### config.mk
export PLATFORM = sky130hd
export DESIGN_NAME = rst_seq_ctrl
export DESIGN_NICKNAME = d
export VERILOG_FILES = /design/src/rtl/rst_seq_pkg.sv /design/src/rtl/sync_2ff.sv /design/src/rtl/rst_seq_ctrl.sv
export SDC_FILE = /design/constraint.sdc
export NUM_CORES = 1
export LEC_CHECK = 0
export CAP_MARGIN = 20
export CORE_AREA = 2 2 39 41
export DETAILED_ROUTE_END_ITERATION = 8
export DIE_AREA = 0 0 41 43
export GPL_TIMING_DRIVEN = 0
export SLEW_MARGIN = 20
export SYNTH_ARGS = -nofsm -noshare
export SYNTH_HDL_FRONTEND = slang
export SYNTH_SLANG_ARGS = --single-unit
### constraint.sdc
create_clock -name clk -period 2.9 [get_ports clk]
set_input_delay 0.435 -clock clk [delete_from_list [all_inputs] [get_ports clk]]
set_output_delay 0.435 -clock clk [all_outputs]
set_load 0.02 [all_outputs]
### src/rtl/rst_seq_pkg.sv
// rst_seq_pkg: shared state encoding, default parameters and counter sizing for rst_seq_ctrl
package rst_seq_pkg;
   typedef enum logic [1:0] {IDLE, ASSERT, RELEASE, DONE} state_t;
   localparam int DEF_N_STAGES    = 4;
   localparam int DEF_HOLD_CYCLES = 8;
   localparam int DEF_GAP_CYCLES  = 2;
   function automatic int cnt_width(input int hold, input int gap);
      return $clog2((hold > gap ? hold : gap) + 1);
   endfunction
endpackage

### src/rtl/sync_2ff.sv
// sync_2ff: 1-bit two-flop synchronizer with synchronous active-high reset
module sync_2ff (
   input  logic clk,
   input  logic rst,
   input  logic d,
   output logic q
);
   logic meta;
   always_ff @(posedge clk) begin
      if (rst) {meta, q} <= 2'b00;
      else     {meta, q} <= {d, meta};
   end
endmodule

### src/rtl/rst_seq_ctrl.sv
// rst_seq_ctrl: ordered multi-domain reset release sequencer
// RST_SEQ_REQ_SYNC_EN adds a two-flop synchronizer on req (2 cycles of latency).
module rst_seq_ctrl
   import rst_seq_pkg::*;
#(
   parameter int N_STAGES    = DEF_N_STAGES,
   parameter int HOLD_CYCLES = DEF_HOLD_CYCLES,
   parameter int GAP_CYCLES  = DEF_GAP_CYCLES
) (
   input  logic                clk,
   input  logic                rst,
   input  logic                req,
   output logic [N_STAGES-1:0] rst_out,
   output logic                busy,
   output logic                done
);
   localparam int CW = cnt_width(HOLD_CYCLES, GAP_CYCLES);
   localparam logic [CW-1:0] HOLD_LAST = CW'(HOLD_CYCLES - 1);
   localparam logic [CW-1:0] GAP_LAST  = CW'(GAP_CYCLES - 1);
   state_t        state;
   logic [CW-1:0] cnt;
   logic          req_f;
`ifdef RST_SEQ_REQ_SYNC_EN
   sync_2ff u_sync (.clk(clk), .rst(rst), .d(req), .q(req_f));
`else
   assign req_f = req;
`endif
   // Releases shift a zero in from bit 0; the sequence ends once the top bit is clear.
   always_ff @(posedge clk) begin
      if (rst || req_f) begin
         state   <= ASSERT;
         cnt     <= '0;
         rst_out <= '1;
         busy    <= 1'b1;
         done    <= 1'b0;
      end else begin
         case (state)
            ASSERT, RELEASE: begin
               if (!rst_out[N_STAGES-1]) begin
                  state <= DONE;
                  busy  <= 1'b0;
                  done  <= 1'b1;
               end else if (cnt == (state == ASSERT ? HOLD_LAST : GAP_LAST)) begin
                  cnt     <= '0;
                  rst_out <= rst_out << 1;
                  state   <= N_STAGES > 1 ? RELEASE : ASSERT;
               end else begin
                  cnt <= cnt + CW'(1);
               end
            end
            DONE: begin
               state <= IDLE;
               done  <= 1'b0;
            end
            default: state <= IDLE;
         endcase
      end
   end
endmodule

==> insert_results.sql, run 1 <==
INSERT INTO impl_metrics (metric_group, metric, value, unit) VALUES
('layout', 'stdcell_count', '86', ''),
('sta', 'max_freq', '0.539', 'GHz'),
('worst_setup_path', 'worst_r2r_endpoint', 'cnt[3]$_SDFFE_PP0P_', ''),
('clock_network', 'cts.sink_count', '12', ''),
('layout', 'final_cell_area', '679', 'um^2'),
('route', 'postRouteWirelength', '990', 'um'),
('route', 'antenna_violating_nets_post_route', '0', ''),
('route', 'drt_first_iter_violations', '6', ''),
('synthesis', 'asyncSetResetFlopFracSynth', '0', '%'),
('layout', 'final.fill_count', '140', ''),
('global_routing', 'met3_global_route_usage', '3.14', '%'),
('placement', 'detailed_place.area', '643', 'um^2'),
('worst_setup_path', 'timing.critical_path.to_type', 'output port', ''),
('global_routing', 'grt_pass1_wl', '1.70', 'mm'),
('global_routing', 'use_met2', '17.2', '%'),
('clock_network', 'cts_hold_repair.buffers', '0', ''),
('worst_setup_path', 'worst_path_dominant_cell_family', 'buffers and inverters', ''),
('sta', 'timing_hold_violations_final', '0', ''),
('worst_setup_path', 'crit_path_cell_trace', 'clkdlybuf4s50_1', ''),
('synthesis', 'synthesis.nets', '64', ''),
('synthesis', 'synth_area_per_cell', '9.36', 'um^2'),
('die', 'fp.dieW', '41', 'um'),
('die', 'floorplan.io_pins', '9', ''),
('worst_setup_path', 'reg2reg_from', 'state[1]$_SDFFE_PP0P_', ''),
('global_routing', 'overflow', '0', ''),
('layout', 'n_antenna_cell', '0', ''),
('worst_hold_path', 'hold_end', 'busy$_SDFFE_PP1P_', ''),
('synthesis', 'yosys-top-cells-area', 'sky130_fd_sc_hd__dfxtp_1 44%, sky130_fd_sc_hd__ha_1 6.9%, sky130_fd_sc_hd__o21ai_0 4.6%', ''),
('layout', 'postLayoutCoreUtil', '49.1', '%'),
('clock_network', 'tritoncts.num_buffers', '3', ''),
('die', 'fp.coreArea', '1380', 'um^2'),
('sta', 'grt_setup_unrepaired', 'no', ''),
('power', 'vdd_drop_max', '0.000214', 'V'),
('sta', 'final_worst_clock_skew', '0.000923', 'ns'),
('synthesis', 'synth.most_common_cell', 'sky130_fd_sc_hd__dfxtp_1', ''),
('power', 'power.density_cell_area', '462', 'nW/um^2'),
('worst_setup_path', 'path_class', 'reg2out', ''),
('worst_setup_path', 'critical_path_required', '2.47', 'ns'),
('placement', 'dp.final_hpwl', '705', 'um'),
('synthesis', 'number_of_synthesized_flops_with_an_enable_pin', '0', ''),
('die', 'fp_rows', '14', ''),
('worst_hold_path', 'hold_path_depth', '2', ''),
('route', 'route.detailed.drc', '0', ''),
('synthesis', 'synth.top_cell.area_share', '44.2', '%'),
('worst_hold_path', 'timing.hold.worst.class', 'reg2reg', ''),
('synthesis', 'netlist-cell-type-count', '25', ''),
('clock_network', 'clock_tree.buffer_depth', '2', ''),
('sta', 'layout_worst_path_cycle_share', '63.9', '%'),
('worst_setup_path', 'critical_path.max_fanout', '7', ''),
('power', 'static-leakage-power', '0.256', 'nW'),
('route', 'wl_per_cell', '11.5', 'um'),
('route', 'average_via_count_per_standard_cell', '5.17', ''),
('synthesis', 'synth.cells.most_frequent', '12 x sky130_fd_sc_hd__dfxtp_1, 6 x sky130_fd_sc_hd__nor2_1, 5 x sky130_fd_sc_hd__o21ai_0', ''),
('synthesis', 'synth-main-ff-cell', 'sky130_fd_sc_hd__dfxtp_1', ''),
('global_routing', 'busiest_layer', 'met1', ''),
('synthesis', 'netlist_area', '543', 'um^2'),
('sta', 'whs', '0.468', 'ns'),
('placement', 'gp_routability_congestion', '0.722', ''),
('worst_setup_path', 'timing.critical_path.buf_inv', '1', ''),
('route', 'detailed_route_via_count', '445', ''),
('clock_network', 'tritoncts', 'yes', ''),
('worst_hold_path', 'min_from', 'busy$_SDFFE_PP1P_', ''),
('synthesis', 'synthDominantAreaCellType', 'sky130_fd_sc_hd__dfxtp_1', ''),
('layout', 'drive_above_1_share', '11.4', '%'),
('synthesis', 'postSynthRegisterBits', '12', ''),
('global_routing', 'groute.layer.met1.usage', '21.9', '%'),
('run_status', 'run_status', 'finished clean', ''),
('sta', 'timing.final.setup_violations', '0', ''),
('clock_network', 'cts_resized', '0', ''),
('placement', 'port-buffer-count', '8', ''),
('run', 'max_cap_violations', '0', '');
-- final cells by class --
class | count | area (um^2) | share of cell area, %
Multi-Input combinational cell | 41 | 284 | 41.8
Buffer | 1 | 3.75 | 0.552
Sequential cell | 12 | 240 | 35.4
Tap cell | 16 | 20.0 | 2.95
Inverter | 4 | 15.0 | 2.21
Clock buffer | 4 | 36.3 | 5.34
Timing Repair Buffer | 8 | 80.1 | 11.8
-- layout by cell type (no fill, tap or decap), types with 2 or more instances in the layout --
cell and instances:
sky130_fd_sc_hd__nor2_1 6, sky130_fd_sc_hd__a21oi_1 4, sky130_fd_sc_hd__dfxtp_1 12, sky130_fd_sc_hd__mux2i_1 2
sky130_fd_sc_hd__nand3_1 4, sky130_fd_sc_hd__inv_1 4, sky130_fd_sc_hd__nand2b_1 2, sky130_fd_sc_hd__o21ai_0 5
sky130_fd_sc_hd__ha_1 3, sky130_fd_sc_hd__clkbuf_4 3, sky130_fd_sc_hd__clkdlybuf4s50_1 8
-- cells by family (layout without fill, tap and decap cells) --
| kind of cell | after synthesis | count (layout) | synth area share, % |
|---|---|---|---|
| DFF | 12 | 12 | 44.2 |
| adders and majority gates | 3 | 3 | 6.91 |
| buffers and inverters | 5 | 17 | 3.45 |
| AOI/OAI and AO/OA | 13 | 13 | 16.6 |
| xor gates and xnor gates | 1 | 1 | 1.61 |
| muxes | 2 | 2 | 3.69 |
| and+or+nand+nor | 22 | 22 | 23.5 |
-- registers in the layout, summed over array words and instances, names as in the netlist --
register / cells
cnt: 4
rst_out: 4
state: 2
busy: 1
done: 1
-- power by group --
group          internal, mW  total (mW)  leakage [nW]  switching, mW
logic               0.00510      0.0107         0.138        0.00562
clock network        0.0763       0.136        0.0210         0.0594
registers             0.166       0.168        0.0972        0.00170
total                 0.247       0.314         0.256         0.0667
-- per-stage QoR --
step	worst slack [ns]	power, mW
after floorplan	1.38	0.178
after global placement	1.15	0.182
after detailed placement	1.13	0.182
after CTS	1.04	0.319
after global routing	0.970	0.327
final	1.05	0.314
-- routing by layer --
layer  wire length (um)  up-vias
met1                497      205
met3                 33        2
li1                   -      230
met4                 15        0
met5                  0        -
met2                443        8
-- how the worst max path moves through the flow --
stage,slack [ns],startpoint,depth (start not counted),end
CTS,1.04,rst_out[3]$_SDFFE_PP1N_,1,rst_out[3]
global placement,1.15,req,5,rst_out[3]$_SDFFE_PP1N_
finish,1.05,rst_out[3]$_SDFFE_PP1N_,1,rst_out[3]
detailed placement,1.13,req,5,rst_out[3]$_SDFFE_PP1N_
global route,0.97,rst_out[3]$_SDFFE_PP1N_,1,rst_out[3]
floorplan,1.38,state[1]$_SDFFE_PP0P_,5,cnt[3]$_SDFFE_PP0P_
(Power assumes the default switching activity.)
==> run 2, diff against run 1 <==
Clock period 2.9 ns to 1.8 ns, I/O delays scaled along.
==> results of run 2 <==
The final DEF is identical to that of run 1. Status: finished clean.
Among the figures that moved: setup slack after placement 1.13 ns -> 0.163 ns; setup slack after layout 1.05 ns -> 0.111 ns; register-to-register setup slack 1.26 ns -> 0.16 ns; total power 0.314 mW -> 0.506 mW; worst IR drop on VDD 0.000214 V -> 0.000345 V
==> run 3, diff against run 2 <==
Settings changed: GPL_TIMING_DRIVEN 0 to default.
==> run 3 against run 2 <==
Critical path depth is the same. First-iteration DRC count up 50%. Worst setup slack improved by 0.0021 ns. Clock skew is 0.0022 ns higher. Die area unchanged. Clock-buffer cell count is the same. Power shrank 0.91%. Clock power shrank 2%. Combinational power is essentially flat. Cell count shrank 1.2%. Utilization shrank 0.27 points.
==> insert_results.sql, run 3 (synthesis results as in run 1) <==
INSERT INTO impl_metrics (metric_group, metric, value, unit) VALUES
('sta', 'layout_min_cycle_time', '1.69', 'ns'),
('route', 'antenna_violating_nets_post_route', '0', ''),
('layout', 'finalNetCount', '76', ''),
('worst_setup_path', 'timing.critical_path.to_type', 'output port', ''),
('clock_network', 'clock_tree.buffer_depth', '2', ''),
('route', 'wl_per_cell', '11.9', 'um'),
('route', 'detail_route.first_pass.iterations', '4', ''),
('die', 'floorplan.io_pins', '9', ''),
('sta', 'timing_hold_violations_final', '0', ''),
('power', 'report.power.total', '0.501', 'mW'),
('placement', 'detailed_place.area', '639', 'um^2'),
('layout', 'final_cell_area', '676', 'um^2'),
('clock_network', 'cts-htree-levels', '1', ''),
('sta', 'layout_worst_path_cycle_share', '93.7', '%'),
('worst_setup_path', 'worst_path_dominant_cell_family', 'buffers and inverters', ''),
('global_routing', 'antenna_found_initial', '0', ''),
('layout', 'syn_to_final_growth', '24.4', '%'),
('global_routing', 'grt_pass1_wl', '1.70', 'mm'),
('power', 'static-leakage-power', '0.255', 'nW'),
('worst_setup_path', 'path_class', 'reg2out', ''),
('run', 'max_cap_violations', '0', ''),
('clock_network', 'clk_root_buffer_cell', 'sky130_fd_sc_hd__clkbuf_4', ''),
('die', 'starting_density_of_the_core', '39.2', '%'),
('global_routing', 'grt_pass1_vias', '385', ''),
('sta', 'whs', '0.465', 'ns'),
('sta', 'timing.final.setup_violations', '0', ''),
('layout', 'n_antenna_cell', '0', ''),
('placement', 'placed_cells_incl_taps', '81', ''),
('worst_hold_path', 'timing.hold.worst.class', 'reg2reg', ''),
('die', 'fp.coreArea', '1380', 'um^2'),
('clock_network', 'clk_latency', '0.27', 'ns'),
('clock_network', 'post-cts-setup-buffers', '0', ''),
('clock_network', 'cts_hold_repair.buffers', '0', ''),
('die', 'fp.dieArea', '1760', 'um^2'),
('sta', 'grt_setup_unrepaired', 'no', ''),
('placement', 'dp.final_hpwl', '720', 'um'),
('sta', 'maxSlewHeadroom', '73.4', '%'),
('route', 'route.detailed.drc', '0', ''),
('worst_setup_path', 'crit_path_cell_trace', 'clkdlybuf4s50_1', ''),
('sta', 'tns', '0', 'ns'),
('die', 'die_height', '43', 'um'),
('layout', 'stdcell_count', '85', ''),
('clock_network', 'cts.clk_slew.worst_paths', '0.08', 'ns'),
('run_status', 'run_status', 'finished clean', ''),
('route', 'detailed_route_via_count', '429', ''),
('worst_setup_path', 'crit_slowest_cell', 'sky130_fd_sc_hd__clkdlybuf4s50_1', ''),
('layout', 'layout_commonest_cell', 'sky130_fd_sc_hd__dfxtp_1', ''),
('clock_network', 'cts.sink_count', '12', ''),
('worst_setup_path', 'worst_endpoint_data_arrival_time', '1.42', 'ns'),
('worst_setup_path', 'critical_path.max_fanout', '7', ''),
('route', 'postRouteWirelength', '1.02', 'mm'),
('sta', 'max_freq', '0.593', 'GHz'),
('layout', 'layout_top_registers', 'cnt: 4 flops, rst_out: 4 flops, state: 2 flops', ''),
('worst_setup_path', 'timing.critical_path.buf_inv', '1', ''),
('placement', 'port-buffer-count', '8', ''),
('global_routing', 'overflow', '0', ''),
('clock_network', 'tritoncts', 'yes', ''),
('power', 'vdd_drop_max', '0.000350', 'V'),
('sta', 'drv_slew', '0', ''),
('die', 'fp.dieW', '41', 'um'),
('worst_setup_path', 'critical_path_required', '1.53', 'ns'),
('route', 'drt_first_iter_violations', '9', ''),
('power', 'power.density_cell_area', '742', 'nW/um^2'),
('clock_network', 'tritoncts.num_buffers', '3', ''),
('layout', 'final.fill_count', '143', ''),
('layout', 'commonest_cells_after_routing_fill_and_taps_aside', '12 x sky130_fd_sc_hd__dfxtp_1, 8 x sky130_fd_sc_hd__clkdlybuf4s50_1, 6 x sky130_fd_sc_hd__nor2_1', ''),
('sta', 'final_worst_clock_skew', '0.00314', 'ns'),
('route', 'average_via_count_per_standard_cell', '5.05', ''),
('clock_network', 'cts_resized', '0', ''),
('die', 'fp_rows', '14', ''),
('worst_setup_path', 'critical_path.startpoint_type', 'register', ''),
('global_routing', 'grt_max_degree', '10', ''),
('sta', 'worst-slew-pin-transition', '0.397', 'ns'),
('placement', 'gp_routability_congestion', '0.719', ''),
('global_routing', 'globalRouteTotalUtil', '14.8', '%'),
('layout', 'drive_above_1_share', '11.6', '%'),
('worst_setup_path', 'critical-path-max-stage-delay', '0.66', 'ns');
## run 3: changes by cell type in the layout (fill, tap and decap cells not counted), sizes merged
cell,delta
clkbuf,-1
## run 3: metrics by stage
step	setup WS (ns)	util, %
finish	0.113	48.8
global route	0.0354	48.8
CTS	0.0989	48.8
detailed placement	0.188	46.2
global placement	0.223	46.2
floorplan	0.280	-
## run 3: cell type report
| class | count | area (um^2) | area share [%] |
|---|---|---|---|
| Timing Repair Buffer | 8 | 80.1 | 11.9 |
| Sequential cell | 12 | 240 | 35.6 |
| Tap cell | 16 | 20.0 | 2.96 |
| Inverter | 4 | 15.0 | 2.22 |
| Clock buffer | 4 | 36.3 | 5.37 |
| Multi-Input combinational cell | 41 | 284 | 42.0 |
## run 3: path summary, 6_finish.rpt
kind	endpoint	slack (ns)	from	depth (start not counted)
max	rst_out[3]	0.11	rst_out[3]$_SDFFE_PP1N_	1
min	busy$_SDFFE_PP1P_	0.46	busy$_SDFFE_PP1P_	2
max reg2reg	cnt[3]$_SDFFE_PP0P_	0.17	state[1]$_SDFFE_PP0P_	5
min reg2reg	busy$_SDFFE_PP1P_	0.46	busy$_SDFFE_PP1P_	2
## run 3: layer usage
layer / wire, um / vias up / share of wire [%] / global-route usage [%]
li1: - / 223 / - / -
met1: 499 / 196 / 49 / 19.8
met2: 466 / 8 / 46 / 19.4
met3: 35 / 2 / 3.4 / 3.14
met4: 14 / 0 / 1.4 / 12.0
met5: 0 / - / 0 / 0
## run 3: where the power goes
group	switching, mW	leakage, nW	internal, mW	total, mW
clock	0.0913	0.0210	0.123	0.214
sequential	0.00267	0.0972	0.267	0.270
combinational	0.00911	0.136	0.00789	0.0170
total	0.103	0.255	0.398	0.501
## run 3: worst register-to-register path, delay by kind of cell (launching register included)
kind / cells / cell delay [ns]
buf+inv: 1 / 0.06
simple gates: 2 / 0.67
flops: 1 / 0.37
compound gates: 1 / 0.12
fa+ha+maj: 1 / 0.36
==> patch 1: new RTL, flow settings as in run 1 <==
Change the package constant `DEF_GAP_CYCLES` from 2 to 1.
--- a/src/rtl/rst_seq_pkg.sv
+++ b/src/rtl/rst_seq_pkg.sv
@@ -4,5 +4,5 @@
    localparam int DEF_N_STAGES    = 4;
    localparam int DEF_HOLD_CYCLES = 8;
-   localparam int DEF_GAP_CYCLES  = 2;
+   localparam int DEF_GAP_CYCLES  = 1;
    function automatic int cnt_width(input int hold, input int gap);
       return $clog2((hold > gap ? hold : gap) + 1);
Behaviour: same outputs for any inputs over 10 cycles, from zero or initial values; that may be too few to reach the edited logic, so the function may still have changed.
==> patch 1 against run 1 <==
  * Synthesized area is 0.46% higher
  * Routed wire length is 2.9% higher
  * Count of clock-buffer cells in the layout stayed put
  * Sequential share of layout area is 0.13 points lower
  * Highest routed layer is now met3
  * Utilization is 0.18 points higher
  * Setup slack better by 32 ps
  * Sequential cell count stayed put
  * Design area is 0.37% higher
  * Largest cell class unchanged
  * Power is 1.2% lower
==> patch 1: results (changes against run 1) <==
power:
  leakage_nw: 0.255  # -0.31%
  total_power_mw: 0.310  # -1.2%
  ir_drop_mv: 0.293  # +37%
  power_frac_comb_pct: 3.5
  cellInternalPower_mw: 0.248  # +0.36%
  power.share.clock_pct: 42.2  # -1.0 points
synth:
  sequential_element_share_of_the_synthesized_area_pct: 44.0  # -0.20 points
  synth-adder-area-share_pct: 6.88  # -0.032 points
  synth_area_per_cell_um2: 9.41  # +0.46%
  synth.top_cells.by_area: "dfxtp_1 (44%), mux2i_1 (7.3%), ha_1 (6.9%)"
  synth_top_cells_by_count: "dfxtp_1 (12), o21ai_0 (6), nor2_1 (5)"
  post_synth_mux_area_share_pct: 7.34  # +3.7 points
  yosys.area_share.xor_xnor_pct: 0  # -1.6 points
clock_network:
  numCtsBuffers: 3  # unchanged
  insertion_delay_ps: 270  # about the same
  cts-root-to-sink-buffers: 2  # unchanged
place:
  globalplace.congestion: 0.661  # -8.4%
  detailedPlacementHpwl_um: 740  # +4.9%
global_routing:
  grt_pass1_wl_mm: 1.72  # +0.82%
  grt_use_total_pct: 15.2  # +0.50 points
  grt_pass1_vias: 398  # +0.51%
final_layout:
  layout-drive-gt1-share_pct: 12.9  # +1.4 points
sta:
  clock-skew-final_ps: 8.18  # +7.26 ps
  finalHoldViolCount: 0  # unchanged
  worst_max_slew_pin_slew_ps: 376  # -17.0 ps
run_status:
  status: "finished, final reports clean"
setup_path:
  timing.critical_path.fanout_max: 8  # +1
  arrival_ps: 2030  # +610 ps
detailed_routing:
  drt-vias-per-instance: 5.27  # +1.8%
  post_drt_wl_per_cell_um: 11.8  # +2.9%
==> patch 1: cell types whose count changed in the layout (fill, tap and decap cells not counted), sizes merged, moves of 2 or more <==
cell / change
nand2b: -2
mux2i: +2
nand2: +2
a21oi: -2
nand3: -3
==> patch 1: cell families (layout without fill, tap and decap cells) <==
logic type,Yosys count,after routing
DFF,12,12
AOI/OAI and AO/OA,15,15
muxes,4,4
and+or+nand+nor,18,18
adders and majority gates,3,3
buffers and inverters,6,18
==> patch 1: stage by stage <==
stage	worst slack, ps	util [%]	instance area (µm²)	hold WS [ps]
after CTS	1060	49.3	682	489
final	1080	49.3	682	481
after detailed placement	1080	46.7	646	473
after floorplan	1220	-	546	474
after global placement	1090	46.7	646	453
after global routing	979	49.3	682	501
==> patch 1: routing by layer <==
layer / vias up / global-route usage (%) / part of all wire [%]
met5: - / 0 / 0
li1: 231 / - / -
met3: 0 / 9.42 / 5.3
met4: 0 / 8.00 / 0
met1: 211 / 17.3 / 44
met2: 11 / 21.3 / 50
==> patch 1: final timing paths <==
kind                               start  endpoint  slack [ps]  cells after the start
worst max-delay path            state[1]    cnt[3]        1080                      6
worst min-delay path                busy      busy         480                      2
worst max register to register  state[1]    cnt[3]        1080                      6
worst min register to register      busy      busy         480                      2
==> patch 1: cell type report <==
cell class,instances,area [µm²]
well taps,16,20.0
flip-flops and latches,12,240
fillers,132,702
multi-input cells,40,283
repair buffers,8,80.1
clock buffers,4,36.3
inverters,4,15.0
plain buffers,2,7.51
==> patch 1: worst max-delay path, cell delays in order (launching register included) <==
cell      delay, ps
dfxtp_1         340
inv_1            60
ha_1            350
nand2b_1        170
clkbuf_1        210
or4_1           510
a21oi_1         130
==> patch 2: new RTL, settings of run 1 <==
Without the edit above. Encoding of `state_t`: now Gray code (2 bits for 4 states).
--- a/src/rtl/rst_seq_pkg.sv
+++ b/src/rtl/rst_seq_pkg.sv
@@ -1,5 +1,5 @@
 // rst_seq_pkg: shared state encoding, default parameters and counter sizing for rst_seq_ctrl
 package rst_seq_pkg;
-   typedef enum logic [1:0] {IDLE, ASSERT, RELEASE, DONE} state_t;
+   typedef enum logic [1:0] {IDLE = 2'b00, ASSERT = 2'b01, RELEASE = 2'b11, DONE = 2'b10} state_t;
    localparam int DEF_N_STAGES    = 4;
    localparam int DEF_HOLD_CYCLES = 8;
Function: no difference found for any inputs over 10 cycles, from zero or initial values; not proved beyond that.
==> patch 2 against run 1 <==
  * Sequential power about the same
  * Largest cell class is now sequential cells
  * Design area down 9.0%
  * Synthesized area down 8.8%
  * Register-to-register slack better by 310 ps
  * Setup slack better by 130 ps
  * Routed wire length down 4.4%
  * Power down 11%
  * Sequential cell count unchanged
  * Synthesized cell count down 3.4%
==> patch 2: results (changes against run 1) <==
global_routing:
  global_route.usage.met1_pct: 19.5  # -2.4 points
  grt_max_degree: 8  # -2
  grtUsageMet3_pct: 4.71  # +1.6 points
  grt_pass1_wl_mm: 1.70  # -0.41%
  grt_use_total_pct: 14.3  # -0.46 points
  met2_routing_resource_usage_after_global_routing_pct: 19.1  # +1.9 points
  grt_pass1_vias: 410  # +3.5%
final_layout:
  multi_input_gates: 39  # -4.9%
  clock_buffers: 3  # -1
  clockNetworkAreaShare_pct: 3.64  # -1.7 points
  layout-drive-gt1-share_pct: 11.9  # +0.51 points
  multi_input_comb_area_um2: 236  # -17%
  n_all_buffers: 9  # unchanged
  layout.nonclk_buf_share_pct: 13.6  # +1.2 points
  nets: 73  # -5.2%
sta:
  worst_max_slew_pin_slew_ps: 453  # +59.8 ps
  clock-skew-final_ps: 1.89  # +0.970 ps
synth:
  synth.top_cells.by_area: "dfxtp_1 (48%), o21ai_0 (6.1%), nor2_1 (6.1%)"
  yosys.area_share.xor_xnor_pct: 1.77  # +0.15 points
  synthDistinctLibCells: 21  # -16%
  syn-num-nets: 60  # -6.3%
  post_synth_mux_area_share_pct: 4.04  # +0.35 points
  synth-compound-area-share_pct: 13.1  # -3.5 points
  synth_top_cells_by_count: "dfxtp_1 (12), nor2_1 (8), o21ai_0 (6)"
place:
  detailedPlacementHpwl_um: 698  # -1.0%
  globalplace.congestion: 0.776  # +7.6%
  standard_cell_area_after_detailed_placement_um2: 596  # -7.4%
  dp.cells: 80  # -2.4%
power:
  ir_drop_mv: 0.189  # -12%
  netSwitchingFraction_pct: 21.6  # +0.35 points
  powerDensity_nw_per_um2: 452  # -2.2%
  leakage_nw: 0.246  # -3.9%
setup_path:
  crit_family: "buffers and inverters"
  timing.critical_path.fanout_max: 4  # -3
  arrival_ps: 1290  # -130 ps
  worstReg2RegStart: "state[0]"
  critical-path-max-stage-delay_ps: 640  # -20 ps
detailed_routing:
  route.vias.total: 427  # -4.0%
  initialDrtViolationCount: 7  # +1
  drt-vias-per-instance: 5.14  # -0.58%
  post_drt_wl_per_cell_um: 11.4  # -0.99%
run_status:
  status: "finished, final reports clean"
-- patch 2: changes by cell type after synthesis, sizes merged, moves of 2 or more --
cell,run 1,this run
ha,3,1
nand2,1,4
or3,2,0
nor2,6,8
-- patch 2: power groups by stage --
stage                     Clock (mW)  Combinational (mW)  Sequential (mW)
after CTS                      0.104              0.0109            0.168
after floorplan                    0             0.00615            0.171
after global placement             0              0.0107            0.171
after detailed placement           0              0.0108            0.171
after global routing           0.109              0.0118            0.168
final                          0.102              0.0105            0.168
-- patch 2: worst paths after layout --
| path | to | slack (ps) | cells after the start |
|---|---|---|---|
| worst min-delay path | busy | 460 | 2 |
| worst max-delay path | rst_out[3] | 1180 | 1 |
| worst min register to register | busy | 460 | 2 |
| worst max register to register | rst_out[1] | 1570 | 4 |
-- patch 2: layer usage --
| layer | share of wire, % | routed length (µm) |
|---|---|---|
| met3 | 3.7 | 35 |
| met4 | 2.4 | 23 |
| met2 | 46 | 439 |
| met5 | 0 | 0 |
| met1 | 47 | 447 |
